[src/rtl/gpu_mem_pkg.sv]
// Shared types and sizing helpers for the GPU memory channel arbiter.
// The arbitration policy is selected by MEM_ARB_ROUND_ROBIN_EN in mem_channel_arbiter.
package gpu_mem_pkg;

    typedef enum logic [1:0] {
        IDLE  = 2'd0,
        ISSUE = 2'd1,
        WAIT  = 2'd2,
        RESP  = 2'd3
    } mem_arb_state_t;

    localparam int DEF_NUM_CHANNELS = 4;
    localparam int DEF_ADDR_BITS    = 8;
    localparam int DEF_DATA_BITS    = 8;

    // A one-channel index would be zero bits wide; keep at least one bit.
    function automatic int idx_bits(input int n);
        return (n > 1) ? $clog2(n) : 1;
    endfunction

endpackage

[src/rtl/mem_rr_picker.sv]
// Combinational N-way picker: first requester at or after start_ptr, wrapping.
// Used with start_ptr tied to 0 when MEM_ARB_ROUND_ROBIN_EN is not defined.
module mem_rr_picker
    import gpu_mem_pkg::*;
#(
    parameter int NUM_CHANNELS = DEF_NUM_CHANNELS,
    parameter int IDX_W        = idx_bits(NUM_CHANNELS)
) (
    input  logic [NUM_CHANNELS-1:0] req_i,
    input  logic [IDX_W-1:0]        start_ptr_i,
    output logic [NUM_CHANNELS-1:0] grant_o,
    output logic [IDX_W-1:0]        grant_idx_o
);

    logic        found;
    int unsigned cand;

    always_comb begin
        grant_o     = '0;
        grant_idx_o = '0;
        found       = 1'b0;
        cand        = 0;
        for (int i = 0; i < NUM_CHANNELS; i++) begin
            cand = (int'(start_ptr_i) + i) % NUM_CHANNELS;
            if (!found && req_i[cand]) begin
                found         = 1'b1;
                grant_o[cand] = 1'b1;
                grant_idx_o   = IDX_W'(cand);
            end
        end
    end

endmodule

[src/rtl/mem_channel_arbiter.sv]
// Serialises per-channel LSU requests onto one memory port, one transaction in flight.
// Define MEM_ARB_ROUND_ROBIN_EN for round-robin; otherwise lowest index wins.
module mem_channel_arbiter
    import gpu_mem_pkg::*;
#(
    parameter int NUM_CHANNELS = DEF_NUM_CHANNELS,
    parameter int ADDR_BITS    = DEF_ADDR_BITS,
    parameter int DATA_BITS    = DEF_DATA_BITS
) (
    input  logic                              clk,
    input  logic                              rst_n,
    input  logic [NUM_CHANNELS-1:0]           req_en,
    input  logic [NUM_CHANNELS-1:0]           req_wr,
    input  logic [NUM_CHANNELS*ADDR_BITS-1:0] req_addr,
    input  logic [NUM_CHANNELS*DATA_BITS-1:0] req_wdata,
    output logic [NUM_CHANNELS-1:0]           rsp_valid,
    output logic [DATA_BITS-1:0]              rsp_rdata,
    output logic                              mem_valid,
    output logic                              mem_wr,
    output logic [ADDR_BITS-1:0]              mem_addr,
    output logic [DATA_BITS-1:0]              mem_wdata,
    input  logic                              mem_ready,
    input  logic                              mem_rsp_valid,
    input  logic [DATA_BITS-1:0]              mem_rdata,
    output logic                              busy
);

    localparam int IDX_W = idx_bits(NUM_CHANNELS);

    mem_arb_state_t       state_q, state_d;
    logic [IDX_W-1:0]     idx_q, idx_d;
    logic                 wr_q, wr_d;
    logic [ADDR_BITS-1:0] addr_q, addr_d;
    logic [DATA_BITS-1:0] wdata_q, wdata_d;
    logic [DATA_BITS-1:0] rdata_q, rdata_d;

    logic [NUM_CHANNELS-1:0] grant;
    logic [IDX_W-1:0]        grant_idx;
    logic [IDX_W-1:0]        start_ptr;
    logic                    req_any;

`ifdef MEM_ARB_ROUND_ROBIN_EN
    logic [IDX_W-1:0] ptr_q, ptr_d;

    always_comb begin
        ptr_d = ptr_q;
        if (state_q == IDLE && req_any) begin
            ptr_d = (grant_idx == IDX_W'(NUM_CHANNELS - 1)) ? '0 : grant_idx + 1'b1;
        end
    end

    always_ff @(posedge clk) begin
        if (!rst_n) ptr_q <= '0;
        else        ptr_q <= ptr_d;
    end

    assign start_ptr = ptr_q;
`else
    assign start_ptr = '0;
`endif

    mem_rr_picker #(
        .NUM_CHANNELS(NUM_CHANNELS),
        .IDX_W       (IDX_W)
    ) u_picker (
        .req_i      (req_en),
        .start_ptr_i(start_ptr),
        .grant_o    (grant),
        .grant_idx_o(grant_idx)
    );

    assign req_any = |grant;

    always_comb begin
        state_d = state_q;
        idx_d   = idx_q;
        wr_d    = wr_q;
        addr_d  = addr_q;
        wdata_d = wdata_q;
        rdata_d = rdata_q;
        case (state_q)
            IDLE: begin
                if (req_any) begin
                    state_d = ISSUE;
                    idx_d   = grant_idx;
                    wr_d    = req_wr[grant_idx];
                    addr_d  = req_addr[grant_idx*ADDR_BITS +: ADDR_BITS];
                    wdata_d = req_wdata[grant_idx*DATA_BITS +: DATA_BITS];
                    // Cleared here so a write completion reports zero data.
                    rdata_d = '0;
                end
            end
            ISSUE: begin
                if (mem_ready) state_d = wr_q ? RESP : WAIT;
            end
            WAIT: begin
                if (mem_rsp_valid) begin
                    rdata_d = mem_rdata;
                    state_d = RESP;
                end
            end
            RESP:    state_d = IDLE;
            default: state_d = IDLE;
        endcase
    end

    always_ff @(posedge clk) begin
        if (!rst_n) begin
            state_q <= IDLE;
            idx_q   <= '0;
            wr_q    <= 1'b0;
            addr_q  <= '0;
            wdata_q <= '0;
            rdata_q <= '0;
        end else begin
            state_q <= state_d;
            idx_q   <= idx_d;
            wr_q    <= wr_d;
            addr_q  <= addr_d;
            wdata_q <= wdata_d;
            rdata_q <= rdata_d;
        end
    end

    always_comb begin
        rsp_valid = '0;
        if (state_q == RESP) rsp_valid[idx_q] = 1'b1;
    end

    assign rsp_rdata = (state_q == RESP) ? rdata_q : '0;
    assign mem_valid = (state_q == ISSUE);
    assign mem_wr    = wr_q;
    assign mem_addr  = addr_q;
    assign mem_wdata = wdata_q;
    assign busy      = (state_q != IDLE);

endmodule
[config.mk]
export PLATFORM = sky130hd
export DESIGN_NAME = mem_channel_arbiter
export DESIGN_NICKNAME = d
export VERILOG_FILES = /design/src/rtl/gpu_mem_pkg.sv /design/src/rtl/mem_rr_picker.sv /design/src/rtl/mem_channel_arbiter.sv
export SDC_FILE = /design/constraint.sdc
export NUM_CORES = 1
export LEC_CHECK = 0
export CELL_PAD_IN_SITES_DETAIL_PLACEMENT = 0
export CELL_PAD_IN_SITES_GLOBAL_PLACEMENT = 1
export CORE_AREA = 4 4 95 97
export CTS_BUF_LIST = sky130_fd_sc_hd__clkbuf_2
export DETAILED_ROUTE_END_ITERATION = 16
export DIE_AREA = 0 0 99 101
export PLACE_DENSITY = 0.8
export SYNTH_ARGS = -nofsm -noshare
export SYNTH_HDL_FRONTEND = slang
export SYNTH_HIERARCHICAL = 1
export SYNTH_SLANG_ARGS = --single-unit
[constraint.sdc]
create_clock -name clk -period 3.3 [get_ports clk]
set_clock_uncertainty 0.2 [all_clocks]
set_input_delay 0.66 -clock clk [delete_from_list [all_inputs] [get_ports clk]]
set_output_delay 0.66 -clock clk [all_outputs]
set_load 0.02 [all_outputs]
==> flow_summary.toml, run 1 <==
[critical_path]
cp_cell_sequence = "clkdlybuf4s50_1, mux4_2, nand2b_4, nor3_4, a22oi_1, o21ai_1, nor4_1, buf_4, a22oi_1, o22ai_1"
crit_path_start_kind = "input port"
timing.critical_path.mode_cell = "a22oi_1"
worst_ep_required_time_ps = 3320
r2r_end = "mem_wdata[2]$_SDFFE_PN0P_"
slowest_stage = "a22oi_1"
end_kind = "flop"
rr_worst_depth = 5
reg2reg_from = "state_q[0]$_SDFFE_PN0P_"
ff2ff_setup_slack_ps = 1230
worstPathArrival_ps = 3160
max_stage_delay_ps = 550
critPathKind = "input port to flop"
path_max_fanout = 8

[die]
core-area_um2 = 8130
dieArea_um2 = 10000
start_util_pct = 25.4
dieHeight_um = 101
placementRows = 33
pin_count = 115
die_x_um = 99

[drt]
viasPerCell = 4.74
drt_pass1_iterations = 4
routedWlPerCell_um = 15.1
drcViolationCount = 0
via_count = 2061
wl_met3_um = 484
m1WireLength_mm = 2.80
met2_length_mm = 3.24
highest_layer = "met4"
ant_nets = 0
dr.first_iter.drc_count = 68
drt-total-wl_mm = 6.58

[power]
p_per_area_nw_per_um2 = 473
p_leak_uw = 0.00138
power.total_uw = 1660
ir_drop_uv = 136

[synthesis]
synth_cell_types = 42
yosysWarnings = 6
ys.flop_type = "dfxtp_1"
synth_edf_count = 0
synth-async-reset-ratio_pct = 0
synth_area_per_cell_um2 = 10.9
ys_ff_latch = 29
synth_top_area_cell = "dfxtp_1"
synth.area.top_cells = "dfxtp_1 (28%), mux4_2 (22%), a22o_2 (7.8%)"
synth_top_area_share_pct = 28.1
yosysSeqAreaShare_pct = 28.1
synth_cells = 189
syn_area_um2 = 2070

[timing]
slew_violations = 0
hold_violations = 0
whs_ps = 277
fin_crit_ps = 3140
finalSetupViolCount = 0
worstMarginPinSlew_ps = 744
rsz0062_at_grt = "false"
setup_slack_ps = 160
max_slew_margin_pct = 50.3
max_freq_ghz = 0.318
fin_crit_sh_pct = 95.2

[outcome]
status = "finished clean"

[run]
drv_cap = 0

[clocking]
clock_sinks = 29
ctsHoldBuffers = 0
cts_made_buffers = 5
cts.clk_slew.worst_paths_ps = 150
cts_tree = "done"
cts_setup_buffers = 0
worstSkewPairLatency_ps = 340
ctsResizeCount = 0
clock-root-buffer = "clkbuf_2"
clk_path_buf_depth = 2
htree_levels = 2

[global_route]
grt_max_degree = 22
grt_usage_pct = 13.1
antenna_found_initial = 0
overflow = 0
grt_pass1_wl_mm = 10.6
grt_pass1_vias = 2152

[final_layout]
seqCellArea_um2 = 581
fillers = 831
final_util_pct = 43.2
multiInputGateArea_um2 = 1430
nets = 423
area_growth_pct = 70.1
antenna_cells = 0
postLayoutCellArea_um2 = 3510
drive_gt1_share_pct = 20.6

[placed_design]
io_buffers = 114
place_ws_ps = -215
dp_hpwl_mm = 5.31
gp_congestion = 0.777
postPlaceCellArea_um2 = 3480

[worst_hold_path]
min-delay-start = "rdata_q[2]$_SDFFE_PN0P_"
hold_path_depth = 2
hold_class = "flop to flop"
min_to = "rdata_q[2]$_SDFFE_PN0P_"
[layer usage]
metal  up-vias  track usage, %
li1        995               -
met1       988            16.1
met2        74            22.6
met3         4            3.39
met4         0            3.78
met5         -               0
[where the power goes]
part           internal, uW  switching (uW)  total (uW)
Combinational           539             448         987
Sequential              440            59.8         500
Clock                  46.4             128         174
Total                  1030             635        1660
[worst max-delay path, delay by kind of cell]
kind | cells | cell delay, ps
multiplexers | 1 | 500
buffers and inverters | 2 | 580
AO/OA/AOI/OAI | 4 | 950
AND/OR/NAND/NOR | 3 | 450
[cell usage in the layout, fill, tap and decap left out, types with 3 or more instances in the layout]
cell / count
conb_1: 14
inv_1: 8
buf_4: 16
mux4_2: 20
dfxtp_1: 29
o21ai_1: 6
o22ai_1: 8
a22o_2: 16
ha_1: 10
mux2i_1: 6
nor2_1: 5
and2_1: 9
a22oi_1: 9
clkbuf_2: 5
nand2_1: 22
clkdlybuf4s50_1: 114
and3_1: 3
[stage by stage]
stage          std cells  setup TNS [ps]
3_5_place_dp         427           -5180
2_1_floorplan        202               0
5_1_grt              435               0
3_3_place_gp         427           -3330
6_report             435               0
4_1_cts              435               0
[Yosys cell counts (2+ instances only)]
cell type / instances
a22o_1: 2
a22o_2: 16
a22oi_1: 9
and2_1: 9
and3_1: 3
buf_2: 2
buf_6: 3
clkbuf_1: 4
dfxtp_1: 29
ha_1: 10
inv_1: 8
mux2i_1: 6
mux4_2: 20
nand2_1: 22
nor2_1: 5
o21ai_1: 6
o22ai_1: 9
o31ai_1: 2
[state kept, by name, summed over array words and instances, names as in the netlist]
register   cells
state_q        2
mem_addr       8
idx_q          2
mem_wr         1
mem_wdata      8
rdata_q        8
[logic make-up after synthesis]
group | count (synthesis) | synth area share (%)
buffers and inverters | 21 | 6.06
muxes | 27 | 26.0
and+or+nand+nor | 50 | 13.3
DFF | 29 | 28.1
other | 1 | 0.182
adders and majority gates | 10 | 6.06
AOI/OAI and AO/OA | 51 | 20.4
[cell type report]
class / instances / share of cell area, %
multi-input combinational: 152 / 40.7
timing repair buffer: 132 / 37.0
sequential: 29 / 16.5
tap: 105 / 3.74
inverter: 9 / 0.962
clock buffer: 5 / 0.712
clock inverter: 3 / 0.356
[worst max path at each step]
| stage | start | end | slack, ps | cells after the start |
|---|---|---|---|---|
| floorplan | req_en[1] | mem_addr[5]$_SDFFE_PN0P_ | 140 | 9 |
| global placement | req_en[2] | mem_wdata[4]$_SDFFE_PN0P_ | -140 | 9 |
| detailed placement | req_en[2] | mem_wdata[4]$_SDFFE_PN0P_ | -210 | 9 |
| CTS | req_en[2] | rdata_q[4]$_SDFFE_PN0P_ | 200 | 10 |
| global route | req_en[2] | rdata_q[4]$_SDFFE_PN0P_ | 20 | 10 |
| finish | req_en[2] | rdata_q[6]$_SDFFE_PN0P_ | 160 | 10 |
Note: power is estimated with default switching activity, not from simulation.
==> run 2, diff against run 1 <==
--- a/config.mk
+++ b/config.mk
@@ -7,10 +7,10 @@
 export LEC_CHECK = 0
 export CELL_PAD_IN_SITES_DETAIL_PLACEMENT = 0
 export CELL_PAD_IN_SITES_GLOBAL_PLACEMENT = 1
-export CORE_AREA = 4 4 95 97
+export CORE_AREA = 2 2 93 95
 export CTS_BUF_LIST = sky130_fd_sc_hd__clkbuf_2
 export DETAILED_ROUTE_END_ITERATION = 16
-export DIE_AREA = 0 0 99 101
+export DIE_AREA = 0 0 95 97
 export PLACE_DENSITY = 0.8
 export SYNTH_ARGS = -nofsm -noshare
 export SYNTH_HDL_FRONTEND = slang
==> flow_summary.toml, run 2 (synthesis gave the netlist of run 1 again) <==
[clocking]
clock-root-buffer = "clkbuf_2"
ctsHoldBuffers = 0
cts.clk_slew.worst_paths_ps = 150
clock_sinks = 29
htree_levels = 2
cts_setup_buffers = 0
worstSkewPairLatency_ps = 340
cts_tree = "done"
ctsResizeCount = 0
cts_made_buffers = 5
clk_path_buf_depth = 2

[global_route]
grt_usage_pct = 13.4
grt_max_degree = 22
antenna_found_initial = 0
grt_pass1_vias = 1974
overflow = 0
grt_pass1_wl_mm = 9.76

[final_layout]
nets = 423
final_common_cell = "clkdlybuf4s50_1"
drive_gt1_share_pct = 21.2
final_util_pct = 43.4
antenna_cells = 0
mostFrequentLayoutCells = "clkdlybuf4s50_1 (114), dfxtp_1 (29), nand2_1 (22)"
postLayoutCellArea_um2 = 3530
area_growth_pct = 70.8
fillers = 783

[drt]
drcViolationCount = 0
dr.first_iter.drc_count = 68
via_count = 2000
viasPerCell = 4.60
drt-total-wl_mm = 6.18
ant_nets = 0
drt_pass1_iterations = 4
routedWlPerCell_um = 14.2

[placed_design]
gp_congestion = 0.767
place_ws_ps = -173
io_buffers = 114
postPlaceCellArea_um2 = 3490
dp_hpwl_mm = 5.02

[outcome]
status = "finished clean"

[timing]
hold_violations = 0
slew_violations = 0
max_freq_ghz = 0.326
worstMarginPinSlew_ps = 704
fin_crit_sh_pct = 92.9
finalSetupViolCount = 0
fin_crit_ps = 3070
whs_ps = 273
setup_slack_ps = 234
max_slew_margin_pct = 53.0
rsz0062_at_grt = "false"

[die]
start_util_pct = 25.4
dieHeight_um = 97
pin_count = 115
core-area_um2 = 8130
placementRows = 33
die_x_um = 95
dieArea_um2 = 9220

[critical_path]
critPathKind = "input port to flop"
r2r_end = "mem_wdata[4]$_SDFFE_PN0P_"
max_stage_delay_ps = 600
rr_worst_depth = 5
slowest_stage = "mux4_2"
worst_ep_required_time_ps = 3400
path_max_fanout = 17
end_kind = "flop"
cp_cell_sequence = "clkdlybuf4s50_1, mux4_2, nor2b_4, a22oi_1, o21ai_1, o41ai_4, nor2_2, a22o_1"
crit_family = "simple AND/OR/NAND/NOR gates"
ff2ff_setup_slack_ps = 1260
worstPathArrival_ps = 3160
reg2reg_from = "state_q[0]$_SDFFE_PN0P_"
path_buf_inv = 1
crit_path_start_kind = "input port"

[power]
ir_drop_uv = 127
p_leak_uw = 0.00139
p_per_area_nw_per_um2 = 477

[run]
drv_cap = 0

[worst_hold_path]
min_to = "rdata_q[7]$_SDFFE_PN0P_"
min-delay-start = "rdata_q[7]$_SDFFE_PN0P_"
hold_path_depth = 2
hold_class = "flop to flop"
==> run 2: power breakdown <==
part	switching [uW]	internal, uW	leakage, uW
Combinational	448	556	0.00112
Clock	120	53.3	0.0000327
Sequential	64.2	441	0.000237
Total	632	1050	0.00139
==> run 2: cell type report <==
type,count,area (um^2),share of cell area (%)
tap,105,131,3.72
inverter,9,33.8,0.957
clock inverter,2,10.0,0.284
sequential,29,581,16.5
multi-input combinational,152,1430,40.5
clock buffer,6,30.0,0.851
timing repair buffer,132,1310,37.2
==> run 2: per-stage QoR <==
stage               std cells  power (uW)  TNS, ps
floorplan                 202        1090        0
global placement          427        1510    -2240
detailed placement        427        1520    -3380
CTS                       435        1700        0
global route              435        1800        0
finish                    435        1680        0
==> run 2: how the worst max path moves through the flow <==
stage | to | slack [ps] | depth (start not counted) | startpoint
after floorplan | mem_addr[5]$_SDFFE_PN0P_ | 140 | 9 | req_en[1]
after global placement | rdata_q[6]$_SDFFE_PN0P_ | -120 | 8 | req_en[1]
after detailed placement | mem_wdata[4]$_SDFFE_PN0P_ | -170 | 8 | req_en[1]
after CTS | mem_wdata[4]$_SDFFE_PN0P_ | 250 | 8 | req_en[1]
after global routing | rdata_q[6]$_SDFFE_PN0P_ | 50 | 8 | req_en[1]
final | mem_wdata[4]$_SDFFE_PN0P_ | 230 | 8 | req_en[1]
==> run 2: worst reg2reg max path: stages (launching register included) <==
cell     delay [ps]
dfxtp_1         390
inv_1           120
ha_1            330
o41ai_4         150
nor2_2          560
a22o_1          250
==> run 2: layer usage <==
metal	vias up	global-route usage [%]	share of wire, %
met3	2	2.80	7.6
met2	72	23.3	51
met4	0	4.01	0.71
met5	-	0	0
li1	995	-	-
met1	931	16.4	41
==> run 3, diff against run 2 <==
--- a/config.mk
+++ b/config.mk
@@ -9,6 +9,7 @@
 export CELL_PAD_IN_SITES_GLOBAL_PLACEMENT = 1
 export CORE_AREA = 2 2 93 95
 export CTS_BUF_LIST = sky130_fd_sc_hd__clkbuf_2
+export CTS_CLUSTER_DIAMETER = 50
 export DETAILED_ROUTE_END_ITERATION = 16
 export DIE_AREA = 0 0 95 97
 export PLACE_DENSITY = 0.8
==> results of run 3 <==
Same layout as run 2: the final DEF is identical, and so are final timing and power.
